### config.mk
export PLATFORM = sky130hd
export DESIGN_NAME = i2s_tx_sched
export DESIGN_NICKNAME = d
export VERILOG_FILES = /design/src/rtl/i2s_sched_pkg.sv /design/src/rtl/i2s_sched_cells.sv /design/src/rtl/i2s_tx_sched.sv
export SDC_FILE = /design/constraint.sdc
export NUM_CORES = 1
export LEC_CHECK = 0
export ABC_CLOCK_PERIOD_IN_PS = 9700
export CORE_ASPECT_RATIO = 1.25
export CORE_MARGIN = 2
export CORE_UTILIZATION = 45
export DETAILED_ROUTE_END_ITERATION = 8
export PLACE_DENSITY = 0.87
export SYNTH_ARGS = -nofsm -noshare
export SYNTH_HDL_FRONTEND = slang
export SYNTH_SLANG_ARGS = --single-unit
### constraint.sdc
create_clock -name clk_i -period 9.7 [get_ports clk_i]
set_clock_uncertainty 0.2 [all_clocks]
set_input_delay 2.91 -clock clk_i [delete_from_list [all_inputs] [get_ports clk_i]]
set_output_delay 2.91 -clock clk_i [all_outputs]
set_load 0.005 [all_outputs]
### src/rtl/i2s_sched_pkg.sv
// +------------------------------------------------------------------+
// | i2s_sched_pkg : state and channel-mode encodings for i2s_tx_sched |
// | Revision 1.0                                                     |
// +------------------------------------------------------------------+
`default_nettype none

package i2s_sched_pkg;

  typedef enum logic [1:0] {
    IDLE   = 2'd0,
    WAIT_L = 2'd1,
    WAIT_R = 2'd2,
    DUP    = 2'd3
  } sched_state_e;

  typedef enum logic [1:0] {
    STEREO = 2'b00,
    MONO_L = 2'b01,
    MONO_R = 2'b10,
    DUP_L  = 2'b11
  } chm_e;

  // A frame opens on the right channel only for right-mono.
  function automatic sched_state_e start_state(input chm_e m);
    return (m == MONO_R) ? WAIT_R : WAIT_L;
  endfunction

endpackage

`default_nettype wire

### src/rtl/i2s_sched_cells.sv
// +------------------------------------------------------------------+
// | dffr / dffer : reset and reset+enable flop cells                 |
// | Revision 1.0                                                     |
// +------------------------------------------------------------------+
`default_nettype none

module dffr #(
  parameter int           W       = 1,
  parameter logic [W-1:0] RST_VAL = '0
) (
  input  logic         clk_i,
  input  logic         rst_n_i,
  input  logic [W-1:0] d_i,
  output logic [W-1:0] q_o
);
  always_ff @(posedge clk_i) begin
    if (!rst_n_i) q_o <= RST_VAL;
    else          q_o <= d_i;
  end
endmodule

module dffer #(
  parameter int           W       = 1,
  parameter logic [W-1:0] RST_VAL = '0
) (
  input  logic         clk_i,
  input  logic         rst_n_i,
  input  logic         en_i,
  input  logic [W-1:0] d_i,
  output logic [W-1:0] q_o
);
  always_ff @(posedge clk_i) begin
    if (!rst_n_i)  q_o <= RST_VAL;
    else if (en_i) q_o <= d_i;
  end
endmodule

`default_nettype wire

### src/rtl/i2s_tx_sched.sv
// +------------------------------------------------------------------+
// | i2s_tx_sched : orders left/right samples into the I2S TX FIFO     |
// | Revision 1.0                                                     |
// +------------------------------------------------------------------+
`default_nettype none

module i2s_tx_sched
  import i2s_sched_pkg::*;
#(
  parameter int DATA_WIDTH = 32,
  parameter int TMO_WIDTH  = 8
) (
  input  logic                  clk_i,
  input  logic                  rst_n_i,
  input  logic                  en_i,
  input  logic                  flush_i,
  input  logic [1:0]            chm_i,
  input  logic [TMO_WIDTH-1:0]  tmo_i,
  input  logic                  l_valid_i,
  output logic                  l_ready_o,
  input  logic [DATA_WIDTH-1:0] l_data_i,
  input  logic                  r_valid_i,
  output logic                  r_ready_o,
  input  logic [DATA_WIDTH-1:0] r_data_i,
  output logic                  fifo_push_o,
  output logic [DATA_WIDTH-1:0] fifo_dat_o,
  input  logic                  fifo_full_i,
  output logic                  busy_o,
  output logic                  undr_o,
  output logic [15:0]           frm_cnt_o
);

  logic [1:0]            state_raw_q;
  logic [1:0]            mode_raw_q;
  sched_state_e          state_q, state_d;
  chm_e                  mode_q, chm_in;
  logic                  mode_en;
  logic [15:0]           frm_cnt_q, frm_cnt_d;
  logic [TMO_WIDTH-1:0]  tmo_q, tmo_d;
  logic [DATA_WIDTH-1:0] held_q;
  logic                  live, l_hs, r_hs, complete;

  assign state_q = sched_state_e'(state_raw_q);
  assign mode_q  = chm_e'(mode_raw_q);
  assign chm_in  = chm_e'(chm_i);

  // Readies and pushes are suppressed during a flush or reset cycle.
  assign live      = rst_n_i & ~flush_i;
  assign l_ready_o = live & (state_q == WAIT_L) & ~fifo_full_i;
  assign r_ready_o = live & (state_q == WAIT_R) & ~fifo_full_i;
  assign l_hs      = l_ready_o & l_valid_i;
  assign r_hs      = r_ready_o & r_valid_i;
  assign busy_o    = rst_n_i & (((state_q == WAIT_R) && (mode_q == STEREO)) || (state_q == DUP));
  assign frm_cnt_o = frm_cnt_q;

  always_comb begin
    state_d     = state_q;
    mode_en     = 1'b0;
    frm_cnt_d   = frm_cnt_q;
    tmo_d       = '0;
    fifo_push_o = 1'b0;
    fifo_dat_o  = '0;
    undr_o      = 1'b0;
    complete    = 1'b0;

    case (state_q)
      IDLE: begin
        if (en_i) begin
          state_d = start_state(chm_in);
          mode_en = 1'b1;
        end
      end
      WAIT_L: begin
        if (l_hs) begin
          fifo_push_o = 1'b1;
          fifo_dat_o  = l_data_i;
          case (mode_q)
            STEREO:  state_d = WAIT_R;
            DUP_L:   state_d = DUP;
            default: complete = 1'b1;
          endcase
        end else if (!en_i) begin
          state_d = IDLE;
        end
      end
      WAIT_R: begin
        if (r_hs) begin
          fifo_push_o = 1'b1;
          fifo_dat_o  = r_data_i;
          complete    = 1'b1;
        end else if (live && (mode_q == STEREO) && (tmo_i != '0) &&
                     (tmo_q == tmo_i) && !fifo_full_i) begin
          fifo_push_o = 1'b1;
          undr_o      = 1'b1;
          complete    = 1'b1;
        end else if ((mode_q == MONO_R) && !en_i) begin
          state_d = IDLE;
        end else begin
          tmo_d = (tmo_q == '1) ? tmo_q : tmo_q + 1'b1;
        end
      end
      DUP: begin
        if (live && !fifo_full_i) begin
          fifo_push_o = 1'b1;
          fifo_dat_o  = held_q;
          complete    = 1'b1;
        end
      end
      default: state_d = IDLE;
    endcase

    if (complete) begin
      frm_cnt_d = frm_cnt_q + 16'd1;
      mode_en   = 1'b1;
      state_d   = en_i ? start_state(chm_in) : IDLE;
    end

    if (flush_i) begin
      state_d   = IDLE;
      mode_en   = 1'b0;
      frm_cnt_d = '0;
      tmo_d     = '0;
    end
  end

  dffr #(.W(2), .RST_VAL(2'(IDLE))) u_state (
    .clk_i(clk_i), .rst_n_i(rst_n_i), .d_i(state_d), .q_o(state_raw_q)
  );

  dffer #(.W(2), .RST_VAL(2'(STEREO))) u_mode (
    .clk_i(clk_i), .rst_n_i(rst_n_i), .en_i(mode_en), .d_i(chm_i), .q_o(mode_raw_q)
  );

  dffr #(.W(16), .RST_VAL(16'd0)) u_frm_cnt (
    .clk_i(clk_i), .rst_n_i(rst_n_i), .d_i(frm_cnt_d), .q_o(frm_cnt_q)
  );

  dffr #(.W(TMO_WIDTH), .RST_VAL('0)) u_tmo (
    .clk_i(clk_i), .rst_n_i(rst_n_i), .d_i(tmo_d), .q_o(tmo_q)
  );

  dffer #(.W(DATA_WIDTH), .RST_VAL('0)) u_held (
    .clk_i(clk_i), .rst_n_i(rst_n_i), .en_i(l_hs), .d_i(l_data_i), .q_o(held_q)
  );

endmodule

`default_nettype wire

==> results of run 1 <==
[final cells by class]
cell class | instances | area, um^2 | area share [%]
clock buffers | 11 | 141 | 2.86
multi-input cells | 323 | 2030 | 41.1
flip-flops and latches | 60 | 1200 | 24.3
inverters | 9 | 33.8 | 0.684
clock inverters | 5 | 27.5 | 0.557
well taps | 92 | 115 | 2.33
repair buffers | 139 | 1390 | 28.1
[how the worst max path moves through the flow]
stage	start	endpoint	slack, ns
after detailed placement	fifo_full_i	fifo_dat_o[22]	1.13
final	fifo_full_i	fifo_dat_o[22]	1.06
after global placement	fifo_full_i	fifo_dat_o[22]	1.13
after CTS	fifo_full_i	fifo_dat_o[22]	1.10
after floorplan	flush_i	fifo_dat_o[11]	2.26
after global routing	fifo_full_i	fifo_dat_o[10]	0.96
[placed cells by master, fill, tap and decap left out, drive strengths merged, types with 3 or more instances in the layout]
master,n
o31ai,11
a222oi,32
dfxtp,60
clkbuf,11
nand3,11
mux2i,8
or4,11
buf,6
clkinv,4
nor4,3
o21ai,6
nand4,6
nand2,85
inv,9
xor2,9
ha,10
nor2,41
a21boi,32
a31oi,5
nor3b,4
nor3,4
nand2b,4
nor2b,3
a21oi,19
a211oi,4
clkdlybuf4s50,133
[routing by layer]
layer	track usage [%]	wire, um	up-vias
li1	-	-	1807
met1	27.5	3910	1699
met5	0	0	-
met3	6.00	897	18
met4	9.36	191	0
met2	43.5	4920	174
[power groups by stage]
stage          sequential [W]  clock [W]  combinational (W)
2_1_floorplan        0.000254          0          0.0000194
3_3_place_gp         0.000254          0          0.0000607
3_5_place_dp         0.000254          0          0.0000618
4_1_cts              0.000249   0.000197          0.0000621
5_1_grt              0.000249   0.000208          0.0000664
6_report             0.000249   0.000193          0.0000621
[worst register-to-register path: cells and delay by family, from the launching register on]
family | cells | cell delay [ns]
simple gates | 3 | 1.50
compound gates | 3 | 0.89
flops | 1 | 0.34
fa+ha+maj | 1 | 0.24
buf+inv | 1 | 0.11
[state kept, by name, indices dropped and copies added (netlist names)]
name,cells
u_held.q_o,32
u_frm_cnt.q_o,16
u_tmo.q_o,8
u_mode.q_o,2
u_state.q_o,2
[cells by family after synthesis]
kind of cell / after synthesis / share of synthesized area (%)
simple gates: 181 / 25.3
buf+inv: 42 / 4.83
flops: 60 / 35.4
fa+ha+maj: 10 / 3.69
xor+xnor: 11 / 2.84
mux: 8 / 2.36
compound gates: 113 / 25.6
[through the flow]
stage                     power, W  utilization [%]  hold WS [ns]  std cells
after global placement    0.000315             64.9         0.249        623
after detailed placement  0.000316             64.9         0.258        623
after global routing      0.000523             67.2         0.296        639
after CTS                 0.000508             67.2         0.266        639
final                     0.000504             67.2         0.264        639
after floorplan           0.000273                -         0.243        425
==> impl_metrics.yaml, run 1 <==
run_status:
  outcome: "complete, no violations"
detailed_routing:
  routed_via_density: 5.79
  wl_um: 9920
  drt-initial-drc-count: 263
  dr.pass1.iters: 7
  avgRoutedWirePerCell_um: 15.5
  final_antenna_net_count: 0
  drc: 0
  vias: 3698
layout:
  fin_area_um2: 4940
  nFillCells: 593
  diodes: 0
  area_growth_syn_to_layout_pct: 45.7
  final_net_count: 633
  drive_gt1_share_pct: 4.94
worst_setup_path:
  critical_path_peak_fanout: 42
  ff2ff_path_depth: 8
  cp-start-kind: "input pin"
  critPathArrivalTime_ns: 5.53
  end_kind: "primary output"
  r2r_end: "u_frm_cnt.q_o[6]"
  critPathKind: "in -> out"
  reg2reg_slack_ns: 6.37
  r2r-start: "u_state.q_o[1]"
  cp_common_cell: "clkdlybuf4s50_1"
  crit_chain: "clkdlybuf4s50_1, and4bb_1, and2_2, buf_12, a222oi_1, nor2_1, clkdlybuf4s50_1"
  path_delay_family: "buffers and inverters"
  worstPathRequired_ns: 6.59
  path_depth: 7
  max_stage_delay_ns: 0.56
  critPathBufInv: 3
  critPathSlowestCell: "clkdlybuf4s50_1"
floorplanning:
  core_area_um2: 7360
  fp-row-count: 35
  die_h_um: 101
  dieArea_um2: 8250
  dieWidth_um: 81.6
  start_util_pct: 46.1
  io_pins: 134
power:
  intPower_w: 0.000384
  pwr-share-seq_pct: 49.4
  power_density_nw_per_um2: 102
  peakVddDrop_uv: 69.0
  clkPwrFrac_pct: 38.3
  p_switching_w: 0.000120
  power_leakage_nw: 1.60
  combPwrFrac_pct: 12.3
  p_sw_share_pct: 23.8
logic_synthesis:
  yosysMostFrequentCell: "nand2_1"
  yosysSeqAreaShare_pct: 35.4
  netlist_area_um2: 3390
  synth_edf_count: 0
  syn-num-nets: 516
  synth_top_area_cell: "dfxtp_1"
  synthCells: 425
  ys_warn_count: 0
  synth_area_leaders: "dfxtp_1 (35%), a222oi_1 (9.4%), nand2_1 (9.4%), a21boi_0 (7.1%), nor2_1 (4.5%)"
  synthTopCellsByCount: "nand2_1 (85), dfxtp_1 (60), nor2_1 (41)"
  synth_flop_cell: "dfxtp_1"
  synth.top_cell.area_share_pct: 35.4
  yosys_register_bits: 60
  synth_cell_types: 41
  avgSynthCellArea_um2: 7.98
  async_reset_ff_share_pct: 0
hold_path:
  hp-start: "u_held.q_o[18]"
  hold_path_class: "reg -> reg"
  min_delay_path_depth: 2
  hold_end: "u_held.q_o[18]"
cts:
  post_cts_resize_count: 0
  postCtsSetupRepairBufs: 0
  clock_latency_ns: 0.33
  clk_pin_slew_ns: 0.06
  cts_tree: "built"
  hold_buffers: 0
  cts-buffers-inserted: 9
  clock-sinks: 60
  h-tree-depth: 3
  cts-root-buf: "clkbuf_8"
  ctsLongestPathBuffers: 2
global_route:
  gr-total-overflow: 0
  grt_pass1_wl_um: 15900
  grt_max_degree: 43
  grt_pass1_vias: 3561
  grt_use_total_pct: 24.4
  antenna_found_initial: 0
timing:
  worst_pin_slew_ns: 1.05
  tns_ns: 0
  finalCriticalPeriod_ns: 8.64
  hold_violations: 0
  rsz0062_at_grt: "no"
  fmax_mhz: 116
  fin_crit_sh_pct: 89.0
  setup-violations-final: 0
  drv_slew: 0
  layout_setup_ws_ns: 1.06
  slew_headroom_pct: 30.0
place:
  placed_area_um2: 4770
  dp_hpwl_um: 7180
  dp_slack_ns: 1.13
  place_congestion: 0.788
  io_buffers: 133
run:
  drv_cap: 0
No activity file was read; power rests on OpenSTA's default activity.
==> run 2, diff against run 1 <==
CAP_MARGIN = 20   (was unset)
==> results of run 2 <==
The final DEF is identical to that of run 1; final timing and power are the same.
==> run 3, diff against run 2 <==
DONT_BUFFER_PORTS = 1   (was unset)
PLACE_DENSITY = 0.65   (was 0.87)
==> run 3 against run 2 <==
Compared with the run above: via count down 16%; highest routed layer unchanged; largest cell class unchanged; non-clock buffer count down 133; sequential cell count unchanged; routed wire length down 15%; sequential share of layout area up 8.2 points; clock power up 38%; critical path depth down 1.
==> impl_metrics.yaml, run 3 (synthesis gave the netlist of run 1 again) <==
detailed_routing:
  routed_via_density: 6.15
  vias: 3112
  final_antenna_net_count: 0
  drc: 0
  wl_um: 8430
  avgRoutedWirePerCell_um: 16.7
  dr.pass1.iters: 8
  drt-initial-drc-count: 238
timing:
  tns_ns: 0
  setup-violations-final: 0
  rsz0062_at_grt: "no"
  finalCriticalPeriod_ns: 7.75
  fmax_mhz: 129
  hold_violations: 0
  layout_setup_ws_ns: 1.95
  hold_slack_ns: 0.267
  fin_crit_sh_pct: 79.9
  slew_headroom_pct: 42.3
  drv_slew: 0
  worst_pin_slew_ns: 0.866
layout:
  drive_gt1_share_pct: 6.28
  layout_common_cells: "nand2_1 (85), dfxtp_1 (60), nor2_1 (41), a222oi_1 (32), a21boi_0 (32)"
  nFillCells: 739
  diodes: 0
  area_growth_syn_to_layout_pct: 8.89
  layoutNonFillerInstCount: 506
  final_net_count: 500
  regMostFlops: "u_held.q_o"
  top_regs: "u_held.q_o (32), u_frm_cnt.q_o (16), u_tmo.q_o (8)"
  largest_reg_flops: 32
  mostFrequentLayoutCell: "nand2_1"
worst_setup_path:
  critical_path_peak_fanout: 33
  end_kind: "primary output"
  critPathArrivalTime_ns: 4.64
  max_stage_delay_ns: 0.45
  critPathKind: "in -> out"
  cp-start-kind: "input pin"
  worstPathRequired_ns: 6.59
  crit_chain: "nand2b_1, nor3b_4, and2_1, buf_4, a222oi_1, nor2_1"
  critPathSlowestCell: "nand2b_1"
global_route:
  grt_use_total_pct: 20.7
  gr-total-overflow: 0
  grt_max_degree: 64
  grt_pass1_vias: 2858
  antenna_found_initial: 0
  grt_pass1_wl_um: 13200
cts:
  clk_pin_slew_ns: 0.07
  ctsLongestPathBuffers: 2
  postCtsSetupRepairBufs: 0
  cts-root-buf: "clkbuf_8"
  post_cts_resize_count: 0
  h-tree-depth: 3
  clock-sinks: 60
  cts_tree: "built"
  hold_buffers: 0
  cts-buffers-inserted: 9
  clock_latency_ns: 0.33
floorplanning:
  core_area_um2: 7360
  fp-row-count: 35
  start_util_pct: 46.1
  dieArea_um2: 8250
  die_h_um: 101
  io_pins: 134
  dieWidth_um: 81.6
place:
  dp_cells: 488
  dp_hpwl_um: 5880
  place_congestion: 0.755
  dp_slack_ns: 1.88
  io_buffers: 0
power:
  power_leakage_nw: 1.15
  power_density_nw_per_um2: 145
  p_total_w: 0.000537
  peakVddDrop_uv: 96.0
run_status:
  outcome: "complete, no violations"
run:
  drv_cap: 0
hold_path:
  hold_path_class: "reg -> reg"
run 3: through the flow:
step / util [%] / cell area [um^2]
after floorplan: - / 3390
after global placement: 46.4 / 3410
after detailed placement: 46.4 / 3410
after CTS: 49.5 / 3640
after global routing: 50.2 / 3690
final: 50.2 / 3690
run 3: critical path, delay by kind of cell:
kind,cells,cell delay (ns)
simple gates,4,1.24
buf+inv,1,0.30
compound gates,1,0.17
run 3: per-layer routing:
layer / global-route usage [%] / up-vias / share of wire, %
met3: 6.54 / 10 / 6.9
met4: 7.31 / 0 / 1.4
met5: 0 / - / 0
met1: 23.3 / 1456 / 40
li1: - / 1532 / -
met2: 36.2 / 114 / 51
run 3: layout make-up:
type	count	area [um^2]	share of cell area [%]
clock inverters	5	100	2.71
well taps	92	115	3.12
multi-input cells	323	2030	55.1
inverters	9	33.8	0.915
repair buffers	6	77.6	2.10
clock buffers	11	131	3.56
flip-flops and latches	60	1200	32.5
run 3: where the power goes:
part | switching (W) | total, W | internal [W]
registers | 0.00000114 | 0.000249 | 0.000248
clock network | 0.0000969 | 0.000267 | 0.000170
logic | 0.0000121 | 0.0000214 | 0.00000932
total | 0.000110 | 0.000537 | 0.000427
run 3: worst paths after layout:
path | cells after the start | from | end | slack, ns
hold reg to reg | 2 | u_held.q_o[6] | u_held.q_o[6] | 0.27
setup reg to reg | 9 | u_state.q_o[1] | u_frm_cnt.q_o[8] | 6.29
setup / recovery | 6 | flush_i | fifo_dat_o[28] | 1.95
hold / removal | 2 | u_held.q_o[6] | u_held.q_o[6] | 0.27
